**src/rtl/vga_pkg.sv**
```systemverilog
// Raster constants shared with the VGA timing generator, plus the
// memory-port scheduler state encoding.
package vga_pkg;

  localparam int H_DISPLAY = 640;
  localparam int H_FRONT   = 16;
  localparam int H_SYNC    = 96;
  localparam int H_BACK    = 48;
  localparam int H_TOTAL   = H_DISPLAY + H_FRONT + H_SYNC + H_BACK;

  localparam int V_DISPLAY = 480;
  localparam int V_FRONT   = 10;
  localparam int V_SYNC    = 2;
  localparam int V_BACK    = 33;
  localparam int V_TOTAL   = V_DISPLAY + V_FRONT + V_SYNC + V_BACK;

  typedef enum logic [1:0] {
    ST_IDLE   = 2'd0,
    ST_FETCH  = 2'd1,
    ST_UPDATE = 2'd2,
    ST_GAP    = 2'd3
  } sched_state_t;

endpackage

```
**src/rtl/vga_frame_scheduler_rr_arbiter.sv**
```systemverilog
// Combinational one-hot round-robin picker; the search starts one past the
// previous owner and wraps modulo N_REQ.
module rr_arbiter #(
  parameter int N_REQ = 2,
  parameter int IW    = (N_REQ > 1) ? $clog2(N_REQ) : 1
) (
  input  logic [N_REQ-1:0] req,
  input  logic [IW-1:0]    last_owner,
  output logic [N_REQ-1:0] grant,
  output logic [IW-1:0]    index,
  output logic             valid
);

  logic [IW-1:0] cand;

  always_comb begin
    grant = '0;
    index = '0;
    valid = 1'b0;
    cand  = '0;
    for (int i = 1; i <= N_REQ; i++) begin
      cand = IW'((int'(last_owner) + i) % N_REQ);
      if (!valid && req[cand]) begin
        valid       = 1'b1;
        grant[cand] = 1'b1;
        index       = cand;
      end
    end
  end

endmodule

```
**src/rtl/vga_frame_scheduler.sv**
```systemverilog
// Shares the video-memory port between per-line prefetches (horizontal
// blanking) and round-robin update requesters (vertical blanking only).
module vga_frame_scheduler
  import vga_pkg::*;
#(
  parameter int N_REQ = 2,
  parameter int ERR_W = 8
) (
  input  logic               clk,
  input  logic               rst,
  input  logic [9:0]         x,
  input  logic [9:0]         y,
  output logic               fetch_req,
  output logic [8:0]         fetch_line,
  input  logic               fetch_done,
  input  logic [N_REQ-1:0]   upd_req,
  output logic [N_REQ-1:0]   upd_gnt,
  output logic               frame_start,
  output logic               vblank,
  output logic               overrun,
  output logic [ERR_W-1:0]   err_count,
  output sched_state_t       state
);

  localparam int IW = (N_REQ > 1) ? $clog2(N_REQ) : 1;

  localparam logic [9:0] X_TRIG     = 10'(H_DISPLAY);
  localparam logic [9:0] X_LAST     = 10'(H_TOTAL - 1);
  localparam logic [9:0] Y_LAST_VIS = 10'(V_DISPLAY - 1);
  localparam logic [9:0] Y_WIN_LO   = 10'(V_DISPLAY);
  localparam logic [9:0] Y_WIN_HI   = 10'(V_TOTAL - 2);
  localparam logic [9:0] Y_PRE0     = 10'(V_TOTAL - 1);

  sched_state_t     state_n;
  logic             fetch_req_n;
  logic [8:0]       fetch_line_n;
  logic [N_REQ-1:0] gnt_n;
  logic [IW-1:0]    owner, owner_n;
  logic [IW-1:0]    last_owner, last_owner_n;
  logic             overrun_n;
  logic [ERR_W-1:0] err_n;

  logic             fetch_trig, window, deadline, last_slot;
  logic [N_REQ-1:0] arb_grant;
  logic [IW-1:0]    arb_index;
  logic             arb_valid;

  // Line 524 prefetches line 0, so it is excluded from the update window.
  assign fetch_trig = (x == X_TRIG) && ((y < Y_LAST_VIS) || (y == Y_PRE0));
  assign window     = (y >= Y_WIN_LO) && (y <= Y_WIN_HI);
  assign deadline   = (x == X_LAST);
  assign last_slot  = deadline && (y == Y_WIN_HI);

  rr_arbiter #(.N_REQ(N_REQ), .IW(IW)) u_arb (
    .req        (upd_req),
    .last_owner (last_owner),
    .grant      (arb_grant),
    .index      (arb_index),
    .valid      (arb_valid)
  );

  always_comb begin
    state_n      = state;
    fetch_req_n  = fetch_req;
    fetch_line_n = fetch_line;
    gnt_n        = upd_gnt;
    owner_n      = owner;
    last_owner_n = last_owner;
    overrun_n    = 1'b0;
    err_n        = err_count;
    case (state)
      ST_IDLE: begin
        if (fetch_trig) begin
          state_n      = ST_FETCH;
          fetch_req_n  = 1'b1;
          fetch_line_n = (y == Y_PRE0) ? 9'd0 : 9'(y + 10'd1);
        end else if (window && !last_slot && arb_valid) begin
          // No new grant in the final slot: it would spill into line 524.
          state_n      = ST_UPDATE;
          gnt_n        = arb_grant;
          owner_n      = arb_index;
          last_owner_n = arb_index;
        end
      end
      ST_FETCH: begin
        if (fetch_done) begin
          state_n     = ST_IDLE;
          fetch_req_n = 1'b0;
        end else if (deadline) begin
          overrun_n = 1'b1;
          if (err_count != '1) err_n = err_count + 1'b1;
        end
      end
      ST_UPDATE: begin
        if (!upd_req[owner] || last_slot) begin
          state_n = ST_GAP;
          gnt_n   = '0;
        end
      end
      ST_GAP:  state_n = ST_IDLE;
      default: state_n = ST_IDLE;
    endcase
  end

  always_ff @(posedge clk) begin
    if (rst) begin
      state       <= ST_IDLE;
      fetch_req   <= 1'b0;
      fetch_line  <= '0;
      upd_gnt     <= '0;
      owner       <= '0;
      last_owner  <= IW'(N_REQ - 1);
      frame_start <= 1'b0;
      vblank      <= 1'b0;
      overrun     <= 1'b0;
      err_count   <= '0;
    end else begin
      state       <= state_n;
      fetch_req   <= fetch_req_n;
      fetch_line  <= fetch_line_n;
      upd_gnt     <= gnt_n;
      owner       <= owner_n;
      last_owner  <= last_owner_n;
      frame_start <= (x == 10'd0) && (y == 10'd0);
      vblank      <= window;
      overrun     <= overrun_n;
      err_count   <= err_n;
    end
  end

endmodule
```
**config.mk**
```make
export PLATFORM = sky130hd
export DESIGN_NAME = vga_frame_scheduler
export DESIGN_NICKNAME = d
export VERILOG_FILES = /design/src/rtl/vga_pkg.sv /design/src/rtl/vga_frame_scheduler_rr_arbiter.sv /design/src/rtl/vga_frame_scheduler.sv
export SDC_FILE = /design/constraint.sdc
export NUM_CORES = 1
export LEC_CHECK = 0
export CAP_MARGIN = 20
export CORE_UTILIZATION = 41
export CTS_BUF_LIST = sky130_fd_sc_hd__clkbuf_16
export DETAILED_ROUTE_END_ITERATION = 8
export PLACE_DENSITY = 0.85
export SLEW_MARGIN = 10
export SYNTH_ARGS = -nofsm -noshare
export SYNTH_HDL_FRONTEND = slang
export SYNTH_SLANG_ARGS = --single-unit
```
**constraint.sdc**
```tcl
create_clock -name clk -period 2.4 [get_ports clk]
set_clock_uncertainty 0.1 [all_clocks]
set_input_delay 0.48 -clock clk [delete_from_list [all_inputs] [get_ports clk]]
set_output_delay 0.48 -clock clk [all_outputs]
set_load 0.01 [all_outputs]
```
* Yosys cells after proc, flatten, opt, wreduce, memory -nomap -nowiden
Cells that the tools add are included.
** Cells by class
- Add/sub/neg operators :: 4
- Multipliers :: 0
- Divide/modulo/power cells :: 0
- Magnitude comparators :: 8
- Eq/ne operators :: 14
- Shift-type cells :: 0
- Multiplexer cells :: 30
- Bitwise operators :: 4
- Reductions and logical operators :: 26
** Operator list (number)
- equality test 10 bit (second input constant) :: 4
- logical NOT 10 bit :: 2
- two-way mux 2 bit :: 9
- two-way mux 1 bit :: 15
- greater-or-equal comparator 10 x 9 -> 1 bit (second input constant) :: 1
- <= comparator 10 bit (second input constant) :: 1
- < comparator 10 x 9 -> 1 bit (second input constant) :: 1
- != test 2 bit (second input constant) :: 5
- adder 9 x 1 -> 9 bit (second input constant) :: 1
- logical AND 1 bit :: 9
- two-way mux 9 bit :: 1
- AND reduction 3 bit :: 3
- adder 8 x 1 -> 8 bit (second input constant) :: 1
- != test 8 bit (second input constant) :: 1
- one-hot mux 2 bit (4 select lines) :: 1
- AND reduction 4 bit :: 2
- < comparator 1 x 2 -> 1 bit (second input constant) :: 3
- equality test 2 bit (second input constant) :: 2
- one-hot mux 2 bit (2 select lines) :: 1
- nonzero test 2 bit :: 2
- logical NOT 1 bit :: 3
- != test 3 bit (second input constant) :: 1
- NOT 1 bit :: 3
- OR reduction 3 bit :: 1
- other kinds (9) :: 13
** Storage, ports and cells
- Bits in registers :: 27
- Bits in latches :: 0
- Bits in writable memories :: 0
- Memory bits (read-only) :: 0
- Word-level logic and storage cells :: 96
- Memories :: 0

* Logic depth before layout (Yosys ltp)
- Depth after elaboration :: 11
- Mapped depth :: 8
- Mapped depth without buffers :: 7

* Cells and area by module
Synthesis repeated with hierarchy kept, for this count alone.
** Second synthesis, totals
- Cells, all modules :: 177
- Area, all modules :: 1481.4 um2
** By module, submodules not included
- vga_frame_scheduler :: times used 1, cells each 172, area each 1448.9 um2
- rr_arbiter :: times used 1, cells each 5, area each 32.5 um2

* Worst setup path after synthesis
OpenSTA, ideal clock, no wires.
- Kind :: input to register
- Start :: in y[0]
- End :: reg fetch_line[1]
- Arrival time :: 2.143 ns
- Path slack :: 0.029 ns
- Cell stages on the path :: 7
- Buffers on the path :: 0
- Cells stage by stage :: inv_1 ha_1 or4b_4 o41a_1 nor4_4 mux2i_1 nor2_1
** On the way
- Longest elaborated chain between the ends :: 4
- Elaborated cells between the ends (all ways) :: 7
- Those cells by class :: 1 x add/sub; 1 x order compare; 1 x eq/ne; 1 x mux; 3 x reduce/logical
** RTL lines
- start, declared :: line vga_frame_scheduler.sv:12 : input logic [9:0] y,
- < comparator 10 x 9 -> 1 bit / equality test 10 bit (equally long branches) :: line vga_frame_scheduler.sv:49, vga_frame_scheduler.sv:76
- logical OR 1 bit :: line vga_frame_scheduler.sv:49 : assign fetch_trig = (x == X_TRIG) && ((y < Y_LAST_VIS) || (y == Y_PRE0));
- logical AND 1 bit :: line vga_frame_scheduler.sv:49
- AND reduction 2 bit (no source line)
- end signal, assigned :: line vga_frame_scheduler.sv:120 : fetch_line <= fetch_line_n;
- end, declared :: line vga_frame_scheduler.sv:14 : output logic [8:0] fetch_line,
Several ways; a longest one is shown, not always the timed one.
A chain may end at the register's enable or synchronous reset.

* Worst setup path in the final report
- Start :: in y[8]
- End :: reg fetch_line[1]
The elaborated chain is that of the path after synthesis.

==> impl_metrics.py <==
metrics = {
    "run_status": {
        "outcome": "complete, but fails checks",
        "violations": "negative setup slack",
    },
    "placed_design": {
        "dp.cells": 295,
        "hpwl_mm": 2.98,
        "finalWeightedCongestion": 0.838,
        "portBuffers": 49,
    },
    "flow_run": {
        "maxCapViolCount": 0,
    },
    "synthesis": {
        "syn_inst": 177,
        "synth_cell_types": 47,
        "yosys-top-cells-area": "dfxtp_1 36%, xnor2_1 6.4%, nor2_1 5.8%",
        "syn_area_per_cell_sq_um": 8.45,
        "synth_nets": 205,
        "synth-seq-cells": 27,
        "synth_area_sq_mm": 0.00150,
        "synth_edf_count": 0,
        "seq_area_frac_synth": 0.361,
        "synthFlopType": "dfxtp_1",
        "yosys_warnings": 0,
        "synth_top_area_cell": "dfxtp_1",
        "synth_top_area_frac": 0.361,
        "async_flop_share": 0,
    },
    "power": {
        "p_int_w": 0.000755,
        "peakVddDrop_mv": 0.314,
        "swShare": 0.225,
        "combPwrFrac": 0.152,
        "pwr-share-seq": 0.464,
        "leakagePower_nw": 0.894,
        "p_switching_w": 0.000219,
        "p_clk_frac": 0.384,
        "power_density_mw_per_mm2": 398,
    },
    "setup_path": {
        "cp-start-kind": "primary input",
        "cp_cell_sequence": "clkdlybuf4s15_1, or4b_4, o41a_1, nor4_4, buf_6, mux2i_1, nor2_1",
        "critical_path_required_ns": 2.44,
        "critPathMaxFanout": 5,
        "timing_worst_setup_path_type": "in2reg",
        "slowest_stage": "or4b_4",
        "end_kind": "flop",
        "slowest_delay_ns": 0.56,
        "cp.arrival_ns": 2.48,
    },
    "global_routing": {
        "grt_pass1_vias": 1650,
        "track_usage": 0.225,
        "grt_max_degree": 29,
        "grt_pass1_wl_mm": 7.03,
        "grt_antenna_before_repair": 0,
        "grt-ovfl-total": 0,
    },
    "clock_tree": {
        "cts_buffers": 3,
        "cts.clk_slew.worst_paths_ns": 0.07,
        "clockBufferDepth": 2,
        "insertion_delay_ns": 0.26,
        "cts_tree": "done",
        "cts_max_level": 1,
        "cts-root-buf": "clkbuf_16",
        "cts_sinks": 27,
    },
    "final_layout": {
        "final_nets": 288,
        "area_delta_synth_final_pct": 63.5,
        "fillers": 250,
        "insertedDiodeCount": 0,
        "stdcell_count": 305,
        "layout-drive-gt1-share": 0.251,
        "fin_util": 0.716,
    },
    "timing": {
        "worst_pin_slew_ns": 0.397,
        "rsz0062_at_grt": "yes",
        "min_period_ns": 2.43,
        "min_period_over_period": 1.01,
        "fin_tns_setup_ns": -0.0431,
        "final.setup.worst_slack_ns": -0.0322,
        "maxSlewHeadroom": 0.733,
        "hold_viol": 0,
        "finalSetupViolCount": 2,
        "clock.fmax_mhz": 411,
        "slew_violations": 0,
    },
    "floorplan": {
        "die_h_microns": 62.4,
        "core_area_sq_mm": 0.00342,
        "dieArea_sq_mm": 0.00390,
        "pin_count": 50,
        "die_x_microns": 62.4,
        "row_count": 21,
        "start_util": 0.438,
    },
    "routing": {
        "drtPass1Iterations": 4,
        "vias": 1661,
        "drc": 0,
        "wl_per_cell_microns": 14.7,
        "wl_mm": 4.49,
        "viasPerCell": 5.45,
        "dr.first_iter.drc_count": 82,
        "ant_nets": 0,
    },
    "worst_hold_path": {
        "min_path_type": "reg2reg",
    },
}
[Yosys cell counts, drive strengths merged, types with 3 or more instances]
cell	count
nand2b	4
a211oi	7
or4b	3
nor2	23
o21ai	7
nand3b	3
ha	3
buf	3
nor3	9
nand4	3
nand2	9
nand3	9
nor4	6
inv	7
and3	4
xnor2	11
clkbuf	6
dfxtp	27
a21oi	6
[path summary, 6_finish.rpt]
path | from | endpoint | slack, ns | cells after the start
worst min-delay path | fetch_line[3] | fetch_line[3] | 0.36 | 2
worst min register to register | fetch_line[3] | fetch_line[3] | 0.36 | 2
worst max-delay path | y[8] | fetch_line[1] | -0.03 | 7
worst max register to register | state[1] | err_count[6] | 0.37 | 5
[what timing repair did]
action,CTS,global route
pin swaps,8,6
setup buffers,2,2
hold buffers,0,0
endpoints found under the setup margin,22,16
gates resized for setup,18,19
gates cloned,0,2
[flip-flops by register name (all words and copies together), names as in the netlist]
| register | flops |
|---|---|
| state | 2 |
| last_owner | 1 |
| overrun | 1 |
| fetch_req | 1 |
| upd_gnt | 2 |
| vblank | 1 |
| fetch_line | 9 |
| owner | 1 |
| frame_start | 1 |
| err_count | 8 |
[metrics by stage]
stage	instance area, sq um	setup slack (ns)	hold slack [ns]	total power (W)
global route	2450	-0.0619	0.399	0.00102
detailed placement	2230	-0.560	0.367	0.000598
finish	2450	-0.0322	0.361	0.000974
floorplan	1500	0.0291	0.356	0.000518
global placement	2230	-0.444	0.361	0.000596
CTS	2380	0.000208	0.378	0.000978
[layout by cell type, fill, tap and decap left out, types with 3 or more instances in the layout]
cell type,netlist,routed
clkdlybuf4s50_1,0,42
clkbuf_2,0,3
inv_1,7,5
dfxtp_1,27,27
buf_4,1,35
nor4_1,5,4
nand2_1,9,9
clkbuf_16,0,4
nand3_1,9,9
nand4_1,3,3
nand3b_1,3,3
a21oi_1,6,5
o21ai_0,7,3
or4b_4,1,3
o21ai_1,0,4
xnor2_1,11,11
a211oi_1,7,5
nand2b_1,4,4
and3_1,3,3
nor3_1,9,8
nor2_1,23,23
[power by group through the flow]
| stage | Sequential, W | Combinational, W | Clock (W) |
|---|---|---|---|
| 2_1_floorplan | 0.000463 | 0.0000552 | 0 |
| 3_5_place_dp | 0.000462 | 0.000136 | 0 |
| 3_3_place_gp | 0.000462 | 0.000134 | 0 |
| 5_1_grt | 0.000452 | 0.000158 | 0.000409 |
| 4_1_cts | 0.000452 | 0.000141 | 0.000386 |
| 6_report | 0.000452 | 0.000148 | 0.000374 |
[worst max-delay path: cells and delay by family]
kind | cells | cell delay (ns)
compound gates | 1 | 0.39
mux | 1 | 0.21
buf+inv | 2 | 0.41
simple gates | 3 | 0.98
[final cells by class]
| type | count | area [sq um] | share of cell area |
|---|---|---|---|
| Inverter | 7 | 26.3 | 0.0107 |
| Sequential cell | 27 | 541 | 0.221 |
| Tap cell | 46 | 57.6 | 0.0235 |
| Clock inverter | 1 | 5.00 | 0.00204 |
| Clock buffer | 3 | 75.1 | 0.0307 |
| Timing Repair Buffer | 87 | 800 | 0.327 |
| Multi-Input combinational cell | 134 | 943 | 0.385 |
[logic make-up (layout without fill, tap and decap cells)]
| family | after synthesis | count (layout) | share of synthesized area |
|---|---|---|---|
| xor+xnor | 13 | 13 | 0.0761 |
| buf+inv | 16 | 98 | 0.0619 |
| flops | 27 | 27 | 0.361 |
| mux | 2 | 2 | 0.0142 |
| fa+ha+maj | 3 | 3 | 0.0251 |
| compound gates | 33 | 33 | 0.152 |
| simple gates | 83 | 83 | 0.309 |
[metal layers]
| layer | up-vias | global-route usage | part of all wire |
|---|---|---|---|
| met4 | 0 | 0.137 | 0.038 |
| met2 | 61 | 0.399 | 0.50 |
| met5 | - | 0 | 0 |
| li1 | 809 | - | - |
| met1 | 773 | 0.247 | 0.42 |
| met3 | 18 | 0.0401 | 0.041 |
Power figures use the tool's default switching activity.
==> RTL change 1: new RTL, same flow settings <==
`N_REQ` is set to 2 in 2 places; all go to 1.
--- a/src/rtl/vga_frame_scheduler_rr_arbiter.sv
+++ b/src/rtl/vga_frame_scheduler_rr_arbiter.sv
@@ -1,7 +1,7 @@
 // Combinational one-hot round-robin picker; the search starts one past the
 // previous owner and wraps modulo N_REQ.
 module rr_arbiter #(
-  parameter int N_REQ = 2,
+  parameter int N_REQ = 1,
   parameter int IW    = (N_REQ > 1) ? $clog2(N_REQ) : 1
 ) (
   input  logic [N_REQ-1:0] req,
--- a/src/rtl/vga_frame_scheduler.sv
+++ b/src/rtl/vga_frame_scheduler.sv
@@ -3,7 +3,7 @@
 module vga_frame_scheduler
   import vga_pkg::*;
 #(
-  parameter int N_REQ = 2,
+  parameter int N_REQ = 1,
   parameter int ERR_W = 8
 ) (
   input  logic               clk,
Ports: changed (resized upd_gnt and upd_req); port bits go from 50 to 48. No check against the original RTL was run, so the function may have changed too.
==> RTL change 1 against the original RTL <==
Design area shrank 18%. Sequential cell count shrank 3. Worst setup slack improved by 0.13 ns. Sequential power shrank 11%. Power shrank 10%. Core utilization fell by 5.6 points. Routed wire length shrank 27%. Synthesized area is 12% lower. Global-route usage shrank 2.1 points. Clock power fell by 5%. Final cell count fell by 15%. Count of clock-buffer cells in the layout did not move. Critical path type unchanged.
==> RTL change 1: results (changes against the original RTL) <==
[status]
status=finished, final reports clean

[setup_path]
path_max_fanout=13  ; +8
r2r_slack_ns=0.64  ; +0.27 ns
crit_slowest_cell=or4_4
crit_arrival_ns=2.39  ; -0.09 ns

[detailed_routing]
wl_met1_mm=1.48  ; -21%
wl_mm=3.29  ; -27%
post_drt_wl_per_cell_um=12.7  ; -14%
wl_met2_mm=1.58  ; -30%
wl_met3_um=135  ; -27%

[pwr]
comb_power_share_pct=13.4  ; -1.8 points
total_power_uw=876  ; -10%
peakVddDrop_mv=0.328  ; +4.3%
p_sw_uw=187  ; -15%

[cts]
cts_resized=0  ; -18

[global_routing]
grt_start_max_net_pins=24  ; -17%
grt_pass1_vias=1239  ; -25%
use_met1_pct=24.5  ; -0.17 points
use_met3_pct=4.18  ; +0.16 points
use_met2_pct=34.9  ; -5.0 points

[logic_synthesis]
synthTopCellsByArea=dfxtp_1 36%, nor2_1 6.0%, mux2i_1 5.3%, xnor2_1 5.3%, nand2_1 4.3%
ys_seq_area_share_pct=36.3  ; +0.17 points
synthDistinctLibCells=38  ; -19%
synth_compound_area_share_pct=12.5  ; -2.7 points

[cells_and_area]
drive_gt1_share_pct=13.0  ; -12 points
reg.largest.list=fetch_line: 9 flops, err_count: 8 flops, state: 2 flops

[placed_design]
numPortBuffers=47  ; -4.1%
place_inst=255  ; -14%

[sta]
worst_slew_margin_rel_pct=73.5  ; +0.18 points

-- RTL change 1: cell count changes after synthesis, sizes merged, moves of 4 or more --
cell    unedited run  this run
a211oi             7         1
mux2i              1         7
nand2              9        15
o21ai              7         2
and3               4         0
and4               0         4
nand2b             4         0
nor3               9         5
-- RTL change 1: final timing paths --
| path | start | endpoint | depth (start not counted) |
|---|---|---|---|
| max | y[7] | fetch_line[2]$_SDFFE_PP0P_ | 7 |
| min | fetch_line[3]$_SDFFE_PP0P_ | fetch_line[3]$_SDFFE_PP0P_ | 2 |
| max reg2reg | state[0]$_SDFFE_PP0P_ | err_count[3]$_SDFFE_PP0P_ | 6 |
| min reg2reg | fetch_line[3]$_SDFFE_PP0P_ | fetch_line[3]$_SDFFE_PP0P_ | 2 |
-- RTL change 1: area by class of cell --
type	count	area, sq um	area share [%]
flip-flops and latches	24	480	23.8
well taps	44	55.1	2.73
clock buffers	3	75.1	3.72
inverters	4	15.0	0.745
clock inverters	1	3.75	0.186
repair buffers	65	606	30.0
multi-input cells	118	781	38.7
==> RTL change 2: new RTL, config.mk and constraints unchanged <==
Made on the original files. Remove the register `overrun`: a continuous assignment takes its place, so the output `overrun` follows one clock earlier.
--- a/src/rtl/vga_frame_scheduler.sv
+++ b/src/rtl/vga_frame_scheduler.sv
@@ -112,7 +112,6 @@
       last_owner  <= IW'(N_REQ - 1);
       frame_start <= 1'b0;
       vblank      <= 1'b0;
-      overrun     <= 1'b0;
       err_count   <= '0;
     end else begin
       state       <= state_n;
@@ -123,9 +122,10 @@
       last_owner  <= last_owner_n;
       frame_start <= (x == 10'd0) && (y == 10'd0);
       vblank      <= window;
-      overrun     <= overrun_n;
       err_count   <= err_n;
     end
   end
 
+  assign overrun = overrun_n;
+
 endmodule
Behaviour: not the same (Yosys sat finds a counterexample within 4 cycles, from zero or initial values and one cycle with rst high).
==> RTL change 2 against the original RTL <==
Critical path depth shrank 2. Sequential cell count fell by 1. Synthesized area barely moved. Power rose by 8.3%. Core utilization shrank 3.5 points. Design area fell by 4.9%. Worst setup slack improved by 0.086 ns. Global-route usage fell by 0.96 points. Routed wire length down 7.1%. Synthesized cell count is the same. Largest cell class unchanged. Largest power group is now clock.
==> RTL change 2: results (changes against the original RTL) <==
[global_routing]
use_met2_pct=41.3  ; +1.4 points
use_met3_pct=2.92  ; -1.1 points
grt_pass1_vias=1468  ; -11%
grt_first_pass_wirelength_mm=6.61  ; -6.0%
use_met1_pct=23.8  ; -0.87 points
grt_start_max_net_pins=16  ; -45%
grt_usage_pct=21.5  ; -0.96 points

[placed_design]
numPortBuffers=49  ; unchanged
place_hpwl_mm=2.84  ; -4.8%
dp_slack_ns=-0.400  ; +0.161 ns
place_congestion=0.823  ; -1.7%
place_inst=289  ; -2.0%
place_area_sq_mm=0.00217  ; -2.8%

[cells_and_area]
clk_share_pct=4.51  ; +1.2 points
multi_input_area_sq_um=890  ; -5.7%
nonClkBufAreaFrac_pct=31.5  ; -1.2 points
final_area_sq_mm=0.00233  ; -4.9%
layout.area.seq_sq_um=520  ; -3.7%
num-nonclk-buffers=79  ; -9.2%
nFillCells=289  ; +16%
multi_input_gates=136  ; +1.5%
inverters=6  ; -1
nets=280  ; -2.8%

[cts]
htree_levels=1  ; unchanged
cts_setup_buffers=3  ; +1
cts_sinks=26  ; -3.7%
clkTransAtPathRegs_ns=0.07  ; about the same
cts_resized=14  ; -4

[detailed_routing]
wl_met3_um=154  ; -17%
viasPerCell=5.34  ; -2.0%
post_drt_wl_per_cell_um=14.0  ; -4.6%
wl_met1_mm=1.74  ; -7.0%
vias=1585  ; -4.6%
first_iter_violations=75  ; -8.5%
wl_met2_mm=2.22  ; -1.5%

[logic_synthesis]
synthMuxAreaShare_pct=3.35  ; +1.9 points
synth-xor-area-share_pct=7.03  ; -0.58 points
yosys_most_used_dff=dfxtp_1
synth_common_cells=30 x nor2_1, 26 x dfxtp_1, 11 x nand2_1
synth_adder_area_share_pct=2.51  ; about the same
syn_area_sq_mm=0.00150  ; about the same
ys_seq_area_share_pct=34.8  ; -1.3 points
synthDistinctLibCells=43  ; -8.5%
synth_compound_area_share_pct=12.6  ; -2.7 points
synthTopCellsByArea=dfxtp_1 35%, nor2_1 7.5%, xor2_1 4.7%, a211oi_2 3.3%, mux2i_1 3.3%

[setup_path]
crit_arrival_ns=1.77  ; -0.71 ns
path_max_fanout=2  ; -3
crit_slowest_cell=clkdlybuf4s50_1
max_stage_delay_ns=0.43  ; -0.13 ns

[pwr]
peakVddDrop_mv=0.293  ; -6.7%
switching_share_pct=20.6  ; -1.9 points
p_leak_nw=0.924  ; +3.4%

[sta]
worst_slew_margin_rel_pct=67.8  ; -5.5 points

[status]
status=finished, final reports clean

[RTL change 2: power by group through the flow]
stage / sequential, mW / combinational, mW / clock, mW
global placement: 0.444 / 0.128 / 0
floorplan: 0.445 / 0.0548 / 0
detailed placement: 0.444 / 0.130 / 0
global route: 0.434 / 0.143 / 0.516
CTS: 0.434 / 0.131 / 0.493
finish: 0.434 / 0.134 / 0.487
[RTL change 2: path summary, 6_finish.rpt]
kind	start	to	slack, ns	cells after the start
worst max-delay path	x[5]	overrun	0.05	5
worst min-delay path	fetch_line[8]$_SDFFE_PP0P_	fetch_line[8]$_SDFFE_PP0P_	0.40	2
worst max register to register	state[1]$_SDFFE_PP0P_	fetch_line[7]$_SDFFE_PP0P_	0.66	8
worst min register to register	fetch_line[8]$_SDFFE_PP0P_	fetch_line[8]$_SDFFE_PP0P_	0.40	2
